--- src/rtl/player_ctrl.sv ---
// Player ship controller: synchronized buttons move the ship each tick; moon contact costs lives.
// Latency: 2 sync cycles plus the next tick edge, outputs registered; no backpressure.
module player_ctrl #(
  parameter int MAX_X       = 384,
  parameter int MAX_Y       = 448,
  parameter int MARGIN      = 8,
  parameter int START_X     = 192,
  parameter int START_Y     = 400,
  parameter int TICK_CYCLES = 4000,
  parameter int HIT_R       = 40,
  parameter int INVUL_TICKS = 120,
  parameter int LIVES_INIT  = 3
) (
  input  logic       clk,
  input  logic       reset,
  input  logic       btn_up,
  input  logic       btn_down,
  input  logic       btn_left,
  input  logic       btn_right,
  input  logic       btn_slow,
  input  logic [9:0] moon_x,
  input  logic [9:0] moon_y,
  output logic [9:0] player_x,
  output logic [9:0] player_y,
  output logic [1:0] lives,
  output logic       invul,
  output logic       hit,
  output logic       game_over,
  output logic       tick
);

  localparam int CNT_W = $clog2(TICK_CYCLES);
  localparam int INV_W = $clog2(INVUL_TICKS + 1);

  typedef enum logic [1:0] {S_ALIVE, S_INVUL, S_DEAD} state_t;

  typedef struct packed {
    logic up;
    logic down;
    logic left;
    logic right;
    logic slow;
  } btn_t;

  state_t             state, state_nxt;
  btn_t               btn_raw, btn_meta, btn_sync;
  logic [CNT_W-1:0]   tick_cnt;
  logic [INV_W-1:0]   inv_cnt;
  logic signed [10:0] step, mv_x, mv_y;
  logic signed [10:0] dx, dy, adx, ady;
  logic [9:0]         move_x, move_y;
  logic               overlap, take_hit;

  function automatic logic [9:0] clamp(input logic signed [10:0] v, input int lo, input int hi);
    if (int'(v) < lo)      return 10'(lo);
    else if (int'(v) > hi) return 10'(hi);
    else                   return v[9:0];
  endfunction

  assign btn_raw = {btn_up, btn_down, btn_left, btn_right, btn_slow};

  always_ff @(posedge clk or posedge reset) begin
    if (reset) begin
      btn_meta <= '0;
      btn_sync <= '0;
    end else begin
      btn_meta <= btn_raw;
      btn_sync <= btn_meta;
    end
  end

  assign tick = (tick_cnt == CNT_W'(TICK_CYCLES - 1));

  always_ff @(posedge clk or posedge reset) begin
    if (reset)     tick_cnt <= '0;
    else if (tick) tick_cnt <= '0;
    else           tick_cnt <= tick_cnt + CNT_W'(1);
  end

  // Opposing buttons cancel; the clamp keeps the ship off the edges without wrapping.
  always_comb begin
    step = btn_sync.slow ? 11'sd1 : 11'sd2;
    mv_x = '0;
    mv_y = '0;
    if (btn_sync.right && !btn_sync.left)      mv_x = step;
    else if (btn_sync.left && !btn_sync.right) mv_x = -step;
    if (btn_sync.down && !btn_sync.up)         mv_y = step;
    else if (btn_sync.up && !btn_sync.down)    mv_y = -step;
    move_x = clamp($signed({1'b0, player_x}) + mv_x, MARGIN, MAX_X - MARGIN);
    move_y = clamp($signed({1'b0, player_y}) + mv_y, MARGIN, MAX_Y - MARGIN);
  end

  always_comb begin
    dx       = $signed({1'b0, player_x}) - $signed({1'b0, moon_x});
    dy       = $signed({1'b0, player_y}) - $signed({1'b0, moon_y});
    adx      = (dx < 0) ? -dx : dx;
    ady      = (dy < 0) ? -dy : dy;
    overlap  = (int'(adx) < HIT_R) && (int'(ady) < HIT_R);
    take_hit = tick && (state == S_ALIVE) && overlap;
  end

  always_ff @(posedge clk or posedge reset) begin
    if (reset) state <= S_ALIVE;
    else       state <= state_nxt;
  end

  always_comb begin
    state_nxt = state;
    if (tick) begin
      unique case (state)
        S_ALIVE: if (overlap) state_nxt = (lives == 2'd1) ? S_DEAD : S_INVUL;
        S_INVUL: if (inv_cnt <= INV_W'(1)) state_nxt = S_ALIVE;
        default: state_nxt = state;
      endcase
    end
  end

  always_comb begin
    invul     = (state == S_INVUL);
    game_over = (state == S_DEAD);
  end

  // A hit on a tick overrides that tick's movement.
  always_ff @(posedge clk or posedge reset) begin
    if (reset) begin
      player_x <= 10'(START_X);
      player_y <= 10'(START_Y);
      lives    <= 2'(LIVES_INIT);
      inv_cnt  <= '0;
      hit      <= 1'b0;
    end else begin
      hit <= take_hit;
      if (tick) begin
        unique case (state)
          S_ALIVE: begin
            if (overlap) begin
              lives <= lives - 2'd1;
              if (lives != 2'd1) begin
                player_x <= 10'(START_X);
                player_y <= 10'(START_Y);
                inv_cnt  <= INV_W'(INVUL_TICKS);
              end
            end else begin
              player_x <= move_x;
              player_y <= move_y;
            end
          end
          S_INVUL: begin
            player_x <= move_x;
            player_y <= move_y;
            inv_cnt  <= inv_cnt - INV_W'(1);
          end
          default: ;
        endcase
      end
    end
  end

endmodule

--- config.mk ---
export PLATFORM = sky130hd
export DESIGN_NAME = player_ctrl
export DESIGN_NICKNAME = d
export VERILOG_FILES = /design/src/rtl/player_ctrl.sv
export SDC_FILE = /design/constraint.sdc
export NUM_CORES = 1
export LEC_CHECK = 0
export CAP_MARGIN = 20
export CORE_MARGIN = 2
export CORE_UTILIZATION = 40
export DETAILED_ROUTE_END_ITERATION = 7
export SYNTH_ARGS = -nofsm -noshare
export SYNTH_HDL_FRONTEND = slang
export SYNTH_SLANG_ARGS = --single-unit
--- constraint.sdc ---
create_clock -name clk -period 4.7 [get_ports clk]
set_clock_uncertainty 0.05 [all_clocks]
set_input_delay 0.94 -clock clk [delete_from_list [all_inputs] [get_ports clk]]
set_output_delay 0.94 -clock clk [all_outputs]
set_load 0.005 [all_outputs]
# Yosys cells after proc, flatten, opt, wreduce, memory -nomap -nowiden
# Cells that the tools add are included.
# totals
in_bits	27
regBits	54
out_inout_bits	26
# classes
add_sub_neg	10
n_reduce_logical	17
n_eq_ne	9
n_lt_le_gt_ge	9
n_mux	25
# ops
cell	count
$mux W10	8
$mux W11	6
$pmux W10 S2	2
$add A11 B11 Y11	2
$gt A11 B10 Y1 const B	2
$lt A11 B1 Y1 const B	2
$lt A11 B5 Y1 const B	2
$lt A11 B7 Y1 const B	2
$neg A11 Y11	2
$sub A10 B10 Y11	2
$mux W7	2
$pmux W7 S2	1
$add A12 B1 Y12 const B	1
$eq A12 B12 Y1 const B	1
$mux W12	1
$neg A2 Y11	1
$mux W2	4
$reduce_and A4 Y1	2
$le A7 B1 Y1 const B	1
$logic_and A1 B1 Y1	7
$sub A7 B1 Y7 const B	1
$ne A2 B1 Y1 const B	3
$reduce_and A3 Y1	2
$eq A2 B1 Y1 const B	2
other kinds (8)	11

# Logic depth before layout (Yosys ltp)
# Gate-level depths: netlist (run 1).
# logic_depth
depth_word	10
depth_mapped	14

# Worst setup path after synthesis (run 1)
# Ideal clock, no wire load.
# synth_timing
path_type	input to register
start	input moon_y[0]
end	register lives[1]
path_stages	12
path_slack_ps	1066
arrival_time_ps	3501
n_path_buf	0
path_cell_list	ha_1 inv_1 fa_1 a211oi_1 o21ba_2 nor2_1 nor4_2 a21bo_2 a211oi_2 o22ai_2 nor4_1 mux2_2
# synth_between
elab_chain_len	6
elab_cells_between_ends	7
classes_between	add/sub: 2; order compare: 2; mux: 1; reduce/logical: 2
# synth_lines
item	line	source
from (decl)	22	input logic [9:0] moon_y,
$sub A10 B10 Y11 *	95	dy = $signed({1'b0, player_y}) - $signed({1'b0, moon_y});
$neg A11 Y11 or $lt A11 B1 Y1 (tied branches)	97	ady = (dy < 0) ? -dy : dy;
$mux W11 *	97	
$lt A11 B7 Y1 *	98	overlap = (int'(adx) < HIT_R) && (int'(ady) < HIT_R);
$logic_and A1 B1 Y1 *	98	
$reduce_and A3 Y1 (no source line) *	-	
to (signal assigned)	128	lives <= 2'(LIVES_INIT);
to (signal assigned)	137	lives <= lives - 2'd1;
to (decl)	25	output logic [1:0] lives,
# Every way passes the cells marked *; elsewhere a longest branch is shown, timed or not.
# A chain may end at the register's enable or synchronous reset.

# Worst setup path in the final report (run 1)
# layout_timing
start	input moon_x[0]
end	register player_y[1]
# layout_between
elab_chain_len	7
elab_cells_between_ends	10
classes_between	add/sub: 2; order compare: 2; eq/ne: 1; mux: 3; reduce/logical: 2
# layout_lines
item	line	source
from (decl)	21	input logic [9:0] moon_x,
$sub A10 B10 Y11 *	94	dx = $signed({1'b0, player_x}) - $signed({1'b0, moon_x});
$neg A11 Y11 or $lt A11 B1 Y1 (tied branches)	96	adx = (dx < 0) ? -dx : dx;
$mux W11 *	96	
$lt A11 B7 Y1 *	98	
$logic_and A1 B1 Y1 *	98	
$ne A3 B2 Y1 (no source line) or $mux W10 (tied branches)	-	
$reduce_and A3 Y1 (no source line) or $pmux W10 S2 (tied branches)	-	
to (signal assigned)	127	player_y <= 10'(START_Y);
to (signal assigned)	140	player_y <= 10'(START_Y);
to (signal assigned)	145	player_y <= move_y;
to (decl)	24	output logic [9:0] player_y,
# Marked as above.

==> impl_metrics.csv, run 1 <==
group,metric,value,unit
power_and_ir_drop,pwr-share-comb,22.9,%
timing,period_needed,4.396,ns
cts,numCtsBuffers,5,
setup_path,crit_arrival,4.48,ns
final_layout,drive_above_1_share,6.818,%
place,dp.cells,751,
timing,setup_viol,0,
job,max_cap_violations,0,
final_layout,design_area,0.005645,sq mm
global_route,grt_pass1_vias,4102,
floorplan,row_count,39,
global_route,grt_use_total,17.82,%
detailed_routing,avgRoutedWirePerCell,15.06,um
timing,fin_setup_tns,0,ns
detailed_routing,wl,11430,um
final_layout,nets,690,
synthesis,synthFlopType,"dfrtp_1",
floorplan,floorplan.initialDensity,41.45,%
setup_path,crit_fanout,20,
synthesis,synthArstFlopShare,100.0,%
cts,clkTransAtPathRegs,0.07,ns
cts,cts_tree,"yes",
floorplan,ios,53,
setup_path,worstSetupEndpointType,"flip-flop",
power_and_ir_drop,swShare,28.07,%
synthesis,synth_edf_count,0,
final_layout,area_delta_synth_final,17.78,%
cts,clock-sinks,54,
timing,rsz0062_at_grt,"false",
cts,postCtsHoldBufs,0,
synthesis,yosys_register_bits,54,
timing,holdWs,0.3010,ns
min_path,hp-class,"reg -> reg",
power_and_ir_drop,pwr-share-seq,40.3,%
timing,finalCritPeriodShare,93.54,%
synthesis,syn-instance-count,565,
final_layout,post-route-util,48.82,%
detailed_routing,firstDrtPassIters,4,
synthesis,synth_area,0.004793,sq mm
setup_path,critPathRequiredTime,4.78,ns
timing,fmax,227.5,MHz
detailed_routing,ant_nets,0,
synthesis,yosysWarningCount,0,
power_and_ir_drop,powerDensity,207.0,mW/mm^2
final_layout,fillers,1126,
detailed_routing,drt_iter0_markers,259,
cts,post_cts_buffers,0,
power_and_ir_drop,p_leak,2.468,nW
final_layout,final_cells,759,
timing,relSlewSlack,47.47,%
synthesis,avgSynthCellArea,8.484,sq um
final_layout,regArea,0.001360,sq mm
detailed_routing,viasPerCell,5.668,
global_route,grt_pass1_wl,19260,um
place,dpl_cell_area,0.005472,sq mm
floorplan,die_w,113.5,um
global_route,antenna_found_initial,0,
floorplan,die_area,0.01288,sq mm
power_and_ir_drop,internal_power,0.8405,mW
timing,slew_viol_final,0,
setup_path,critical_path_class,"in -> reg",
synthesis,synthesis.nets,640,
place,place.gp.congestion,0.9141,
floorplan,die_h,113.5,um
final_layout,diodes,0,
place,port_buffers,52,
synthesis,ys_seq_area_share,28.37,%
global_route,grt-ovfl-total,0,
cts,cts-resized-gates,0,
final_layout,multi_input_area,0.003153,sq mm
setup_path,start_kind,"input pin",
floorplan,core_area,0.01156,sq mm
power_and_ir_drop,peakVddDrop,0.1745,mV
status,status,"complete, no violations",
cts,cts_max_level,2,
cts,clk_latency,0.29,ns
timing,hold_violations,0,
power_and_ir_drop,netSwitchingPower,0.3280,mW
detailed_routing,drt_drc_violations_left,0,
place,dp_hpwl,9019,um
cts,cts_root_buf,"clkbuf_16",
global_route,grt_max_degree,55,
detailed_routing,dr_total_vias,4302,
synthesis,synth_cell_types,73,
cts,clock_path_buffers,2,
power_and_ir_drop,pwr-share-clk,36.8,%
timing,worstMarginPinSlew,0.7880,ns
-- through the flow --
step | power, mW | worst slack, ns
3_3_place_gp | 0.7405 | 0.1493
5_1_grt | 1.234 | 0.03878
4_1_cts | 1.180 | 0.3092
3_5_place_dp | 0.7438 | 0.02232
6_report | 1.169 | 0.3036
2_1_floorplan | 0.6771 | 1.066
-- critical path, cell delays in order --
cell and delay, ns:
clkdlybuf4s50_1 0.48, ha_1 0.17, inv_1 0.05, fa_1 0.40, a21o_1 0.20, a221o_1 0.39, a41o_1 0.27, a41oi_1 0.19
or2_2 0.15, a211oi_1 0.05, o22ai_2 0.30, o41a_1 0.70, o32ai_1 0.20
-- final cells by class --
cell class	count	share of cell area [%]
Timing Repair Buffer	56	9.752
Multi-Input combinational cell	437	55.85
Clock buffer	5	2.216
Tap cell	143	3.169
Clock inverter	3	0.8644
Inverter	61	4.056
Sequential cell	54	24.09
-- cell usage in the layout (no fill, tap or decap), drive strengths merged, types with 13 or more instances in the layout --
master | Yosys | final
ha | 44 | 44
a21oi | 29 | 29
nand2 | 24 | 24
inv | 61 | 62
nor3 | 15 | 15
nor2b | 13 | 13
clkdlybuf4s50 | 0 | 52
dfrtp | 47 | 47
xnor2 | 16 | 16
o21ai | 28 | 28
xor2 | 15 | 15
nand3 | 16 | 16
nor2 | 50 | 50
-- sequential cells by signal, summed over array words and instances, names as in the netlist --
signal,flops
tick_cnt,12
player_x,10
player_y,10
inv_cnt,7
btn_meta,5
btn_sync,5
lives,2
state,2
hit,1
-- power groups by stage --
stage	sequential, mW	clock, mW	combinational, mW
2_1_floorplan	0.479	0	0.198
6_report	0.471	0.430	0.268
4_1_cts	0.471	0.443	0.267
3_3_place_gp	0.480	0	0.261
3_5_place_dp	0.480	0	0.264
5_1_grt	0.471	0.462	0.300
-- layer usage --
metal / share of wire, % / GRT usage [%] / vias to the layer above / wire length (um)
li1: - / - / 2184 / -
met1: 48 / 24.59 / 2039 / 5445
met2: 48 / 30.66 / 69 / 5542
met3: 2.8 / 1.807 / 10 / 315
met4: 1.1 / 3.496 / 0 / 123
met5: 0 / 0 / - / 0
-- kinds of logic (layout without fill, tap and decap cells) --
| logic type | count (synthesis) | count (layout) | synth area share, % |
|---|---|---|---|
| AO/OA/AOI/OAI | 177 | 177 | 26.78 |
| XOR/XNOR | 31 | 31 | 5.664 |
| adder cells (fa/ha/maj) | 48 | 48 | 13.16 |
| buffers and inverters | 74 | 125 | 5.978 |
| flip-flops | 54 | 54 | 28.37 |
| multiplexers | 4 | 4 | 0.8875 |
| AND/OR/NAND/NOR | 177 | 177 | 19.16 |
-- synth_stat cells (5+ instances only) --
cell type  instances  share of area, %
a211oi_1          10               1.6
a21o_1            12               1.9
a21oi_1           29               3.0
and2_1             5              0.65
clkbuf_1           8              0.63
dfrtp_1           47                25
dfstp_2            7               3.8
ha_1              44                11
inv_1             61               4.8
nand2_1           24               1.9
nand2b_1          11               1.4
nand3_1           16               1.7
nand3b_1           5              0.78
nor2_1            50               3.9
nor2b_1           13               1.7
nor3_1            15               1.6
nor3b_1            5              0.78
nor4_1             7              0.91
o211ai_1           9               1.4
o21a_1            11               1.7
o21ai_0           26               2.7
o22a_1             7               1.3
o22ai_1           10               1.3
o31ai_1            6              0.94
o32ai_1            7               1.3
or2_2              6              0.78
xnor2_1           16               2.9
xor2_1            15               2.7
-- worst paths after layout --
| path | start | end | slack, ns | cells after the start |
|---|---|---|---|---|
| worst max-delay path | moon_x[0] | player_y[1] | 0.30 | 13 |
| worst min-delay path | btn_meta[2] | btn_sync[2] | 0.30 | 0 |
| worst max register to register | player_x[0] | player_y[1] | 0.87 | 13 |
| worst min register to register | btn_meta[2] | btn_sync[2] | 0.30 | 0 |
| max in group asynchronous | reset | state[0] | 3.07 | 3 |
| min in group asynchronous | reset | tick_cnt[10] | 1.10 | 3 |
Note: power is estimated with default switching activity, not from simulation.
==> inputs of run 2 (changes only) <==
- CORE_UTILIZATION: 40 -> 45
- PLACE_DENSITY: default -> 0.66
- SLEW_MARGIN: default -> 40
==> run 2 against run 1 <==
Net effect: critical path type unchanged; clock-buffer cell count is the same; total power shrank 8.8%; final area shrank 1.2%; combinational power is essentially flat; highest routed layer unchanged; utilization grew 5.2 points; clock power shrank 24%; first-iteration DRC count shrank 8.5%; global-route usage grew 1.9 points; worst hold slack gained 0.0067 ns; largest power group unchanged.
==> impl_metrics.csv, run 2 (same netlist as run 1, synthesis figures left out) <==
group,metric,value,unit
status,status,"complete, no violations",
global_route,grt_pass1_vias,4145,
timing,rsz0062_at_grt,"false",
final_layout,regMostFlops,"tick_cnt",
cts,cts-resized-gates,0,
place,pre_cts_slack,0.04763,ns
final_layout,mostFrequentLayoutCells,"60 x inv_1, 52 x clkdlybuf4s50_1, 50 x nor2_1",
final_layout,reg_top3,"tick_cnt (12), player_x (10), player_y (10)",
min_path,hp-class,"reg -> reg",
cts,cts_max_level,2,
floorplan,die_h,107.2,um
setup_path,rrSetupSlack,0.89,ns
global_route,grt_max_degree,33,
cts,postCtsHoldBufs,0,
setup_path,start_kind,"input pin",
timing,relSlewSlack,48.96,%
power_and_ir_drop,peakVddDrop,0.1629,mV
global_route,grt-ovfl-total,0,
cts,numCtsBuffers,5,
final_layout,drive_above_1_share,6.818,%
setup_path,slowest_delay,0.68,ns
cts,cts_tree,"yes",
cts,cts_root_buf,"clkbuf_8",
setup_path,critPathRequiredTime,4.81,ns
timing,slew_viol_final,0,
cts,clock_path_buffers,2,
detailed_routing,drt_drc_violations_left,0,
place,dp.cells,744,
final_layout,fillers,942,
place,port_buffers,52,
detailed_routing,avgRoutedWirePerCell,14.84,um
global_route,grt_use_total,19.69,%
setup_path,worstSetupEndpointType,"flip-flop",
global_route,antenna_found_initial,0,
cts,post_cts_buffers,0,
place,dp_hpwl,8800,um
final_layout,nets,690,
cts,clkTransAtPathRegs,0.10,ns
power_and_ir_drop,fin_total_pwr,1.066,mW
setup_path,crit_fanout,20,
final_layout,largest_reg_flops,12,
floorplan,ios,53,
floorplan,core_area,0.01032,sq mm
detailed_routing,wl,11160,um
detailed_routing,viasPerCell,5.673,
floorplan,die_area,0.01149,sq mm
detailed_routing,drt_iter0_markers,237,
timing,fmax,230.1,MHz
job,max_cap_violations,0,
timing,period_needed,4.345,ns
power_and_ir_drop,p_leak,2.445,nW
timing,worstMarginPinSlew,0.7655,ns
setup_path,path_cells,"clkdlybuf4s50_1, ha_1, inv_1, fa_1, a21o_1, a221o_1, a41o_1, a41oi_1, or2_2, a211oi_1, o22ai_2, o41a_1, o32ai_1",
timing,finalCritPeriodShare,92.45,%
setup_path,critical_path_class,"in -> reg",
floorplan,row_count,37,
floorplan,floorplan.initialDensity,46.43,%
detailed_routing,firstDrtPassIters,5,
detailed_routing,ant_nets,0,
floorplan,die_w,107.2,um
final_layout,diodes,0,
power_and_ir_drop,powerDensity,191.0,mW/mm^2
timing,finalWorstSetupSlack,0.3547,ns
cts,clock-sinks,54,
timing,hold_violations,0,
final_layout,post-route-util,54.04,%
detailed_routing,dr_total_vias,4266,
timing,setup_viol,0,
final_layout,mostFrequentLayoutCell,"inv_1",
timing,fin_setup_tns,0,ns
place,place.gp.congestion,0.9304,
final_layout,final_cells,752,
global_route,grt_pass1_wl,18710,um
setup_path,crit_arrival,4.46,ns
setup_path,slowest_stage,"o41a_1",
final_layout,area_delta_synth_final,16.39,%
cts,clk_latency,0.31,ns
==> run 2: critical path: cells and delay by family <==
kind            cells  cell delay (ns)
fa+ha+maj           2             0.55
compound gates      8             2.27
buf+inv             2             0.53
simple gates        1             0.14
==> run 2: path summary, 6_finish.rpt <==
kind,from,end,cells after the start
min in group asynchronous,reset,tick_cnt[10],2
worst min register to register,btn_meta[2],btn_sync[2],0
max in group asynchronous,reset,lives[0],3
worst max register to register,player_x[0],player_x[5],13
worst min-delay path,btn_meta[2],btn_sync[2],0
worst max-delay path,moon_x[0],player_x[5],13
==> run 2: cell type report <==
cell class	count	area, sq um	area share (%)
clock buffer	5	68.82	1.233
clock inverter	3	47.55	0.8522
inverter	61	229.0	4.104
multi-input combinational	437	3153	56.51
sequential	54	1360	24.38
tap	136	170.2	3.050
timing repair buffer	56	550.5	9.868
==> run 2: through the flow <==
step / instance area (sq um) / hold slack, ns
6_report: 5579 / 0.3077
5_1_grt: 5579 / 0.3133
4_1_cts: 5579 / 0.3097
3_5_place_dp: 5463 / 0.2855
3_3_place_gp: 5463 / 0.2846
2_1_floorplan: 4793 / 0.2812
==> run 2: where the power goes <==
group	internal [mW]	switching, mW	leakage [nW]
Clock	0.163	0.165	0.0591
Combinational	0.116	0.151	1.80
Sequential	0.469	0.00165	0.587
==> run 2: layer usage <==
| metal | vias up | global-route usage (%) | part of all wire, % |
|---|---|---|---|
| li1 | 2178 | - | - |
| met1 | 1989 | 25.96 | 48 |
| met2 | 85 | 34.86 | 47 |
| met3 | 14 | 2.249 | 3.6 |
| met4 | 0 | 3.803 | 1.2 |
| met5 | - | 0 | 0 |
==> inputs of run 3 (changes only) <==
- PLACE_DENSITY: 0.66 -> 0.69
- clock period: 4.7 -> 3.9 ns (I/O delays scaled with it)
==> run 3 against run 2 <==
Net effect: register-to-register slack got worse by 0.69 ns; clock-buffer cell count rose by 1; sequential share of layout area is 3.0 points lower; cell count increased by 6.5%; setup slack got worse by 0.29 ns; critical path depth unchanged.
==> impl_metrics.csv, run 3 (same netlist as run 1, synthesis figures left out) <==
group,metric,value,unit
detailed_routing,avgRoutedWirePerCell,15.22,um
setup_path,cp_common_cell,"o21a_1",
global_route,grt_use_total,19.73,%
final_layout,regMostFlops,"tick_cnt",
detailed_routing,drt_iter0_markers,313,
setup_path,crit_fanout,5,
floorplan,die_h,107.2,um
timing,finalCritPeriodShare,98.27,%
status,status,"complete, no violations",
setup_path,slowest_delay,0.55,ns
global_route,grtUsageMet2,34.81,%
cts,numCtsBuffers,5,
cts,cts_max_level,2,
global_route,use_met1,26.36,%
detailed_routing,dr_total_vias,4583,
place,place.gp.congestion,0.8501,
cts,clock_path_buffers,2,
setup_path,critical_path_class,"in -> reg",
power_and_ir_drop,p_leak,2.801,nW
cts,clk_latency,0.31,ns
floorplan,die_area,0.01149,sq mm
global_route,grt_max_degree,29,
setup_path,rrSetupSlack,0.20,ns
floorplan,ios,53,
global_route,busiest_layer,"met2",
timing,slew_viol_final,0,
place,dp_hpwl,9177,um
timing,relSlewSlack,57.37,%
timing,fin_setup_tns,0,ns
cts,clkTransAtPathRegs,0.10,ns
detailed_routing,ant_nets,0,
setup_path,critPathRequiredTime,4.10,ns
timing,hold_violations,0,
global_route,grt-ovfl-total,0,
global_route,globalRouteMet3Util,2.310,%
final_layout,reg_top3,"tick_cnt (12), player_x (10), player_y (10)",
power_and_ir_drop,powerDensity,224.9,mW/mm^2
detailed_routing,wl,12200,um
setup_path,worstSetupEndpointType,"flip-flop",
timing,holdWs,0.3059,ns
timing,fmax,260.9,MHz
cts,postCtsHoldBufs,0,
timing,worstMarginPinSlew,0.6379,ns
final_layout,area_delta_synth_final,32.92,%
timing,period_needed,3.832,ns
setup_path,crit_family,"compound AO/OA/AOI/OAI gates",
setup_path,slowest_stage,"o41a_1",
floorplan,floorplan.initialDensity,46.43,%
floorplan,die_w,107.2,um
final_layout,drive_above_1_share,21.20,%
final_layout,fillers,844,
final_layout,post-route-util,61.71,%
final_layout,final_cells,801,
cts,cts_tree,"yes",
detailed_routing,firstDrtPassIters,5,
final_layout,largest_reg_flops,12,
timing,setup_viol,0,
floorplan,core_area,0.01032,sq mm
detailed_routing,drt_drc_violations_left,0,
final_layout,nets,739,
global_route,antenna_found_initial,0,
min_path,hp-class,"reg -> reg",
final_layout,mostFrequentLayoutCells,"53 x inv_1, 48 x nor2_1, 48 x buf_4",
place,dpl_cell_area,0.005766,sq mm
place,dp.cells,781,
cts,cts_root_buf,"clkbuf_8",
final_layout,diodes,0,
detailed_routing,viasPerCell,5.722,
final_layout,mostFrequentLayoutCell,"inv_1",
setup_path,path_cells,"clkdlybuf4s50_1, inv_1, ha_4, o21a_1, o21a_1, o211ai_1, nor4_2, a21bo_2, a211oi_4, o22ai_4, o41a_1, clkbuf_16, o22a_1",
power_and_ir_drop,peakVddDrop,0.1644,mV
setup_path,crit_arrival,4.03,ns
cts,clock-sinks,54,
global_route,grt_pass1_vias,4129,
place,port_buffers,52,
setup_path,start_kind,"input pin",
job,max_cap_violations,0,
global_route,grt_pass1_wl,18630,um
setup_path,worst-path-buf-inv,3,
floorplan,row_count,37,
final_layout,design_area,0.006371,sq mm
-- run 3: path summary, 6_finish.rpt --
path,cells after the start,start,end
worst min register to register,0,btn_meta[3],btn_sync[3]
worst min-delay path,0,btn_meta[3],btn_sync[3]
worst max register to register,12,player_x[0],player_x[6]
worst max-delay path,13,moon_y[3],player_x[6]
min in group asynchronous,2,reset,btn_meta[1]
max in group asynchronous,3,reset,player_y[7]
-- run 3: final cells by class --
cell class / count / area [sq um] / share of cell area, %
clock buffer: 6 / 82.58 / 1.296
tap: 136 / 170.2 / 2.671
multi-input combinational: 437 / 3475 / 54.54
sequential: 54 / 1360 / 21.35
inverter: 61 / 229.0 / 3.594
timing repair buffer: 105 / 994.7 / 15.61
clock inverter: 2 / 60.06 / 0.9427
-- run 3: what timing repair did --
| action | 4_1_cts | 5_1_grt |
|---|---|---|
| pin swaps | 2 | 35 |
| endpoints found under the setup margin | 2 | 31 |
| setup buffers | 0 | 10 |
| resized for setup | 1 | 71 |
| gates cloned | 0 | 2 |
-- run 3: report_power, final --
part | leakage (nW) | switching [mW] | total [mW] | internal [mW]
sequential | 0.587 | 0.00195 | 0.567 | 0.565
clock | 0.0714 | 0.189 | 0.462 | 0.274
combinational | 2.14 | 0.213 | 0.403 | 0.190
total | 2.80 | 0.404 | 1.43 | 1.03
-- run 3: per-stage QoR --
step	setup slack [ns]	power (mW)
3_5_place_dp	-0.3033	0.9239
5_1_grt	-0.04920	1.507
4_1_cts	0.01887	1.383
2_1_floorplan	0.4264	0.8160
3_3_place_gp	-0.2343	0.9139
6_report	0.06763	1.433
-- run 3: worst reg2reg max path: stages, from the launching register on --
cell       delay [ns]
dfrtp_1          0.44
inv_1            0.13
ha_2             0.20
inv_2            0.04
fa_2             0.39
a21o_1           0.22
a221o_1          0.40
or3_4            0.36
a211oi_4         0.30
o22ai_4          0.13
o41a_1           0.55
clkbuf_16        0.22
o22a_1           0.20
-- run 3: per-layer routing --
layer	up-vias	share of wire, %	wire length, um
met3	22	3.2	388
li1	2271	-	-
met5	-	0	0
met4	0	2.0	241
met1	2192	46	5576
met2	98	49	5989
==> variant 1: new RTL, flow settings as in run 3 <==
Reset style: synchronous (`reset`), changed in 4 clocked blocks.
--- a/src/rtl/player_ctrl.sv
+++ b/src/rtl/player_ctrl.sv
@@ -60,5 +60,5 @@
   assign btn_raw = {btn_up, btn_down, btn_left, btn_right, btn_slow};
 
-  always_ff @(posedge clk or posedge reset) begin
+  always_ff @(posedge clk) begin
     if (reset) begin
       btn_meta <= '0;
@@ -72,5 +72,5 @@
   assign tick = (tick_cnt == CNT_W'(TICK_CYCLES - 1));
 
-  always_ff @(posedge clk or posedge reset) begin
+  always_ff @(posedge clk) begin
     if (reset)     tick_cnt <= '0;
     else if (tick) tick_cnt <= '0;
@@ -100,5 +100,5 @@
   end
 
-  always_ff @(posedge clk or posedge reset) begin
+  always_ff @(posedge clk) begin
     if (reset) state <= S_ALIVE;
     else       state <= state_nxt;
@@ -122,5 +122,5 @@
 
   // A hit on a tick overrides that tick's movement.
-  always_ff @(posedge clk or posedge reset) begin
+  always_ff @(posedge clk) begin
     if (reset) begin
       player_x <= 10'(START_X);
Check against the original RTL: no difference found for any inputs over 10 cycles, from zero or initial values and one cycle with reset high; that may be too few to reach the edited logic, so the function may still have changed.
==> variant 1 against run 3 <==
Worst hold slack gained 97 ps. Combinational power shrank 19%. Power shrank 14%. Area after synthesis shrank 3.4%. Final area shrank 3.7%. Sequential power shrank 0.7%. Cell count grew 1.9%. Setup slack lost 22 ps. Maximum frequency shrank 0.57%. Sequential cell count is the same. Routed wire length grew 0.60%. Critical path depth is the same.
==> variant 1: results (changes against run 3) <==
* Status: finished, final reports clean (unchanged)
* Fin nets at 754 (was 739)
* All-Layer GR Usage at 21.74% (was 19.73%)
* Routability cong. at 0.9362 (was 0.8501)
* Post-Route WL at 12270 um (was 12200 um)
* Synth top area cells: dfxtp_1 (23%), ha_1 (12%), nor2_1 (4.6%) (was dfrtp_1 (25%), ha_1 (11%), inv_1 (4.8%))
* M1 GR Usage at 29.42% (was 26.36%)
* Cts repair resizes at 3 (was 1)
* Met3 usage at 2.474% (was 2.310%)
* Post-CTS setup buffer count at 1 (was 0)
* Share of post-route cells with drive strength above 1 at 19.71% (was 21.20%)
* Reg-to-Reg Start: player_y[0]$_SDFFE_PP0P_ (was player_x[0]$_DFFE_PP0P_)
* Top FF cell, synth: dfxtp_1 (was dfrtp_1)
* Non-Filler Instances at 816 (was 801)
* Syn_nets at 641 (was 640)
* DP HPWL at 9209 um (was 9177 um)
* Grt met2 use at 36.91% (was 34.81%)
* # placed instances at 798 (was 781)
* Met3 routed WL at 467 um (was 388 um)
* Mean area per synthesized cell at 8.177 um^2 (was 8.484 um^2)
* DR iter-0 viols at 231 (was 313)
* CP startpoint: moon_y[2] (was moon_y[3])
* Sequential area share after synthesis at 23.36% (was 28.37%)
* Via density at 5.696 (was 5.722)
* Place WS at -405.1 ps (was -303.3 ps)
* Crit-path max FO at 6 (was 5)
* Pin count of the biggest net entering global routing at 31 (was 29)
* Lkg Pwr at 2.693 nW (was 2.801 nW)
* Post-synth top cells: nor2_1 (57), dfxtp_1 (54), inv_1 (51), ha_1 (44), a21oi_1 (28) (was inv_1 (61), nor2_1 (50), dfrtp_1 (47), ha_1 (44), a21oi_1 (29))
* Critical path's slowest cell: clkdlybuf4s50_1 (was o41a_1)
* CP arrival at 4080 ps (was 4030 ps)
* Post-synth cell types at 78 (was 73)
* Max VDD drop at 0.0002417 V (was 0.0001644 V)
* First-pass GRT wire length at 20330 um (was 18630 um)
* Asr flop ratio synth at 0% (was 100.0%)
* Clock-pin transition on the worst setup and hold timing paths at between 100 and 150 ps
* DP Area at 5677 um^2 (was 5766 um^2)
* Area of the multi-input gates at 3523 um^2 (was 3475 um^2)
* Fill count at 841 (was 844)
## variant 1: area by class of cell
type                       instances  share of cell area (%)
multi-input combinational        450                   57.41
sequential                        54                   17.61
timing repair buffer             117                   17.49
inverter                          51                   3.119
tap                              136                   2.773
clock buffer                       5                   1.121
clock inverter                     3                  0.4689
## variant 1: worst paths after layout
check,endpoint,slack (ps),cells past startpoint
setup / recovery,player_x[3]$_SDFFE_PP0P_,50,13
hold / removal,btn_sync[2]$_SDFF_PP0_,400,1
setup reg to reg,player_x[3]$_SDFFE_PP0P_,230,14
hold reg to reg,btn_sync[2]$_SDFF_PP0_,400,1
## variant 1: kinds of logic after synthesis
group           count (synthesis)  synth area share [%]
simple gates                  196                 23.22
compound gates                174                 27.82
buf+inv                        62                 5.596
flops                          54                 23.36
fa+ha+maj                      48                 13.63
xor+xnor                       24                 4.542
mux                             8                 1.838
## variant 1: report_power, final
part | switching, mW | internal (mW)
logic | 0.161 | 0.164
registers | 0.00445 | 0.559
clock network | 0.213 | 0.134
total | 0.379 | 0.856
==> variant 2: new RTL, flow settings as in run 3 <==
Made on the original files. `TICK_CYCLES`: 4000 -> 1000.
--- a/src/rtl/player_ctrl.sv
+++ b/src/rtl/player_ctrl.sv
@@ -7,5 +7,5 @@
   parameter int START_X     = 192,
   parameter int START_Y     = 400,
-  parameter int TICK_CYCLES = 4000,
+  parameter int TICK_CYCLES = 1000,
   parameter int HIT_R       = 40,
   parameter int INVUL_TICKS = 120,
Behaviour: same outputs for any inputs over 10 cycles, from zero or initial values and one cycle with reset high; that may be too few to reach the edited logic, so the function may still have changed.
==> variant 2 against run 3 <==
Setup slack better by 75 ps. Sequential cell count is 2 lower. Critical endpoint is now lives[1]$_DFFE_PP1P_. Worst hold slack better by 4.3 ps. Final area is 0.33% lower. Power is 11% lower. Area after synthesis is 0.89% lower. Routed wire length is 2.7% higher.
==> variant 2: results (changes against run 3) <==
* Vias in the first global route at 4499 (was 4129)
* Worst-Margin Slew at 822.0 ps (was 637.9 ps)
* Met3 usage at 2.188% (was 2.310%)
* Synth top area cells: dfrtp_1 (24%), ha_1 (12%), inv_1 (5.1%) (was dfrtp_1 (25%), ha_1 (11%), inv_1 (4.8%))
* FF-to-FF End: lives[1]$_DFFE_PP1P_ (was player_x[6]$_DFFE_PP1P_)
* Post-Synth XOR/XNOR Area at 5.346% (was 5.664%)
* Layout clock buffers at 7 (was 6)
* CP startpoint: moon_y[2] (was moon_y[3])
* Critical path's slowest cell: clkdlybuf4s50_1 (was o41a_1)
* Inverters at 64 (was 61)
* Fin nets at 745 (was 739)
* Crit-path max FO at 6 (was 5)
* Sequential area share after synthesis at 27.57% (was 28.37%)
* Reg-to-Reg Start: player_y[0]$_DFFE_PP0P_ (was player_x[0]$_DFFE_PP0P_)
* CP arrival at 3950 ps (was 4030 ps)
* WHS Endpoint: btn_sync[0]$_DFF_PP0_ (was btn_sync[3]$_DFF_PP0_)
* Grt met2 use at 39.04% (was 34.81%)
* WL per Instance at 15.52 um (was 15.22 um)
* Via density at 5.745 (was 5.722)
* Fill count at 835 (was 844)
* R2r worst-path depth at 16 (was 12)
* Share of post-route cells with drive strength above 1 at 22.50% (was 21.20%)
* Highest clock rate at 266.2 MHz (was 260.9 MHz)
* Pin count of the biggest net entering global routing at 53 (was 29)
* Lkg Pwr at 2.776 nW (was 2.801 nW)
* Critical Path Max Stage Delay at 480 ps (was 550 ps)
* M1 GR Usage at 27.80% (was 26.36%)
* DR iter-0 viols at 191 (was 313)
* Multi-Input Combinational at 431 (was 437)
* DP HPWL at 9422 um (was 9177 um)
* Hold path start: btn_meta[0]$_DFF_PP0_ (was btn_meta[3]$_DFF_PP0_)
* Syn_nets at 638 (was 640)
* Multiplexer share of the synthesized area at 0.6584% (was 0.8875%)
* Buffer share of cell area at 16.28% (was 15.61%)
* Worst reg-to-reg setup slack at 260 ps (was 200 ps)
* Routability cong. at 0.9098 (was 0.8501)
* Biggest regs: player_x x10, player_y x10, tick_cnt x10 (was tick_cnt x12, player_x x10, player_y x10)
* Status: finished, final reports clean (unchanged)
[variant 2: metrics by stage]
step	std cells	TNS (ps)	hold slack (ps)	area, um^2	util (%)
2_1_floorplan	563	0	281.2	4751	-
3_3_place_gp	790	-6699	281.5	5803	56.46
3_5_place_dp	790	-10310	292.5	5806	56.49
4_1_cts	803	0	314.0	6040	58.77
5_1_grt	807	-56.04	317.1	6350	61.78
6_report	807	0	310.2	6350	61.78
[variant 2: report_power, final]
part | leakage, nW | internal, mW | switching, mW | total, mW
Sequential | 0.644 | 0.544 | 0.00235 | 0.547
Clock | 0.0645 | 0.226 | 0.175 | 0.401
Combinational | 2.07 | 0.157 | 0.172 | 0.329
[variant 2: repair_timing]
item / CTS / global route
setup buffers: 3 / 5
gates cloned: 2 / 0
gates resized for setup: 20 / 52
setup endpoints to repair: 22 / 31
pin swaps: 17 / 30
[variant 2: layer usage]
metal,up-vias,wire (um)
li1,2301,-
met1,2209,5544
met2,99,6252
met3,27,401
met4,0,322
met5,-,0
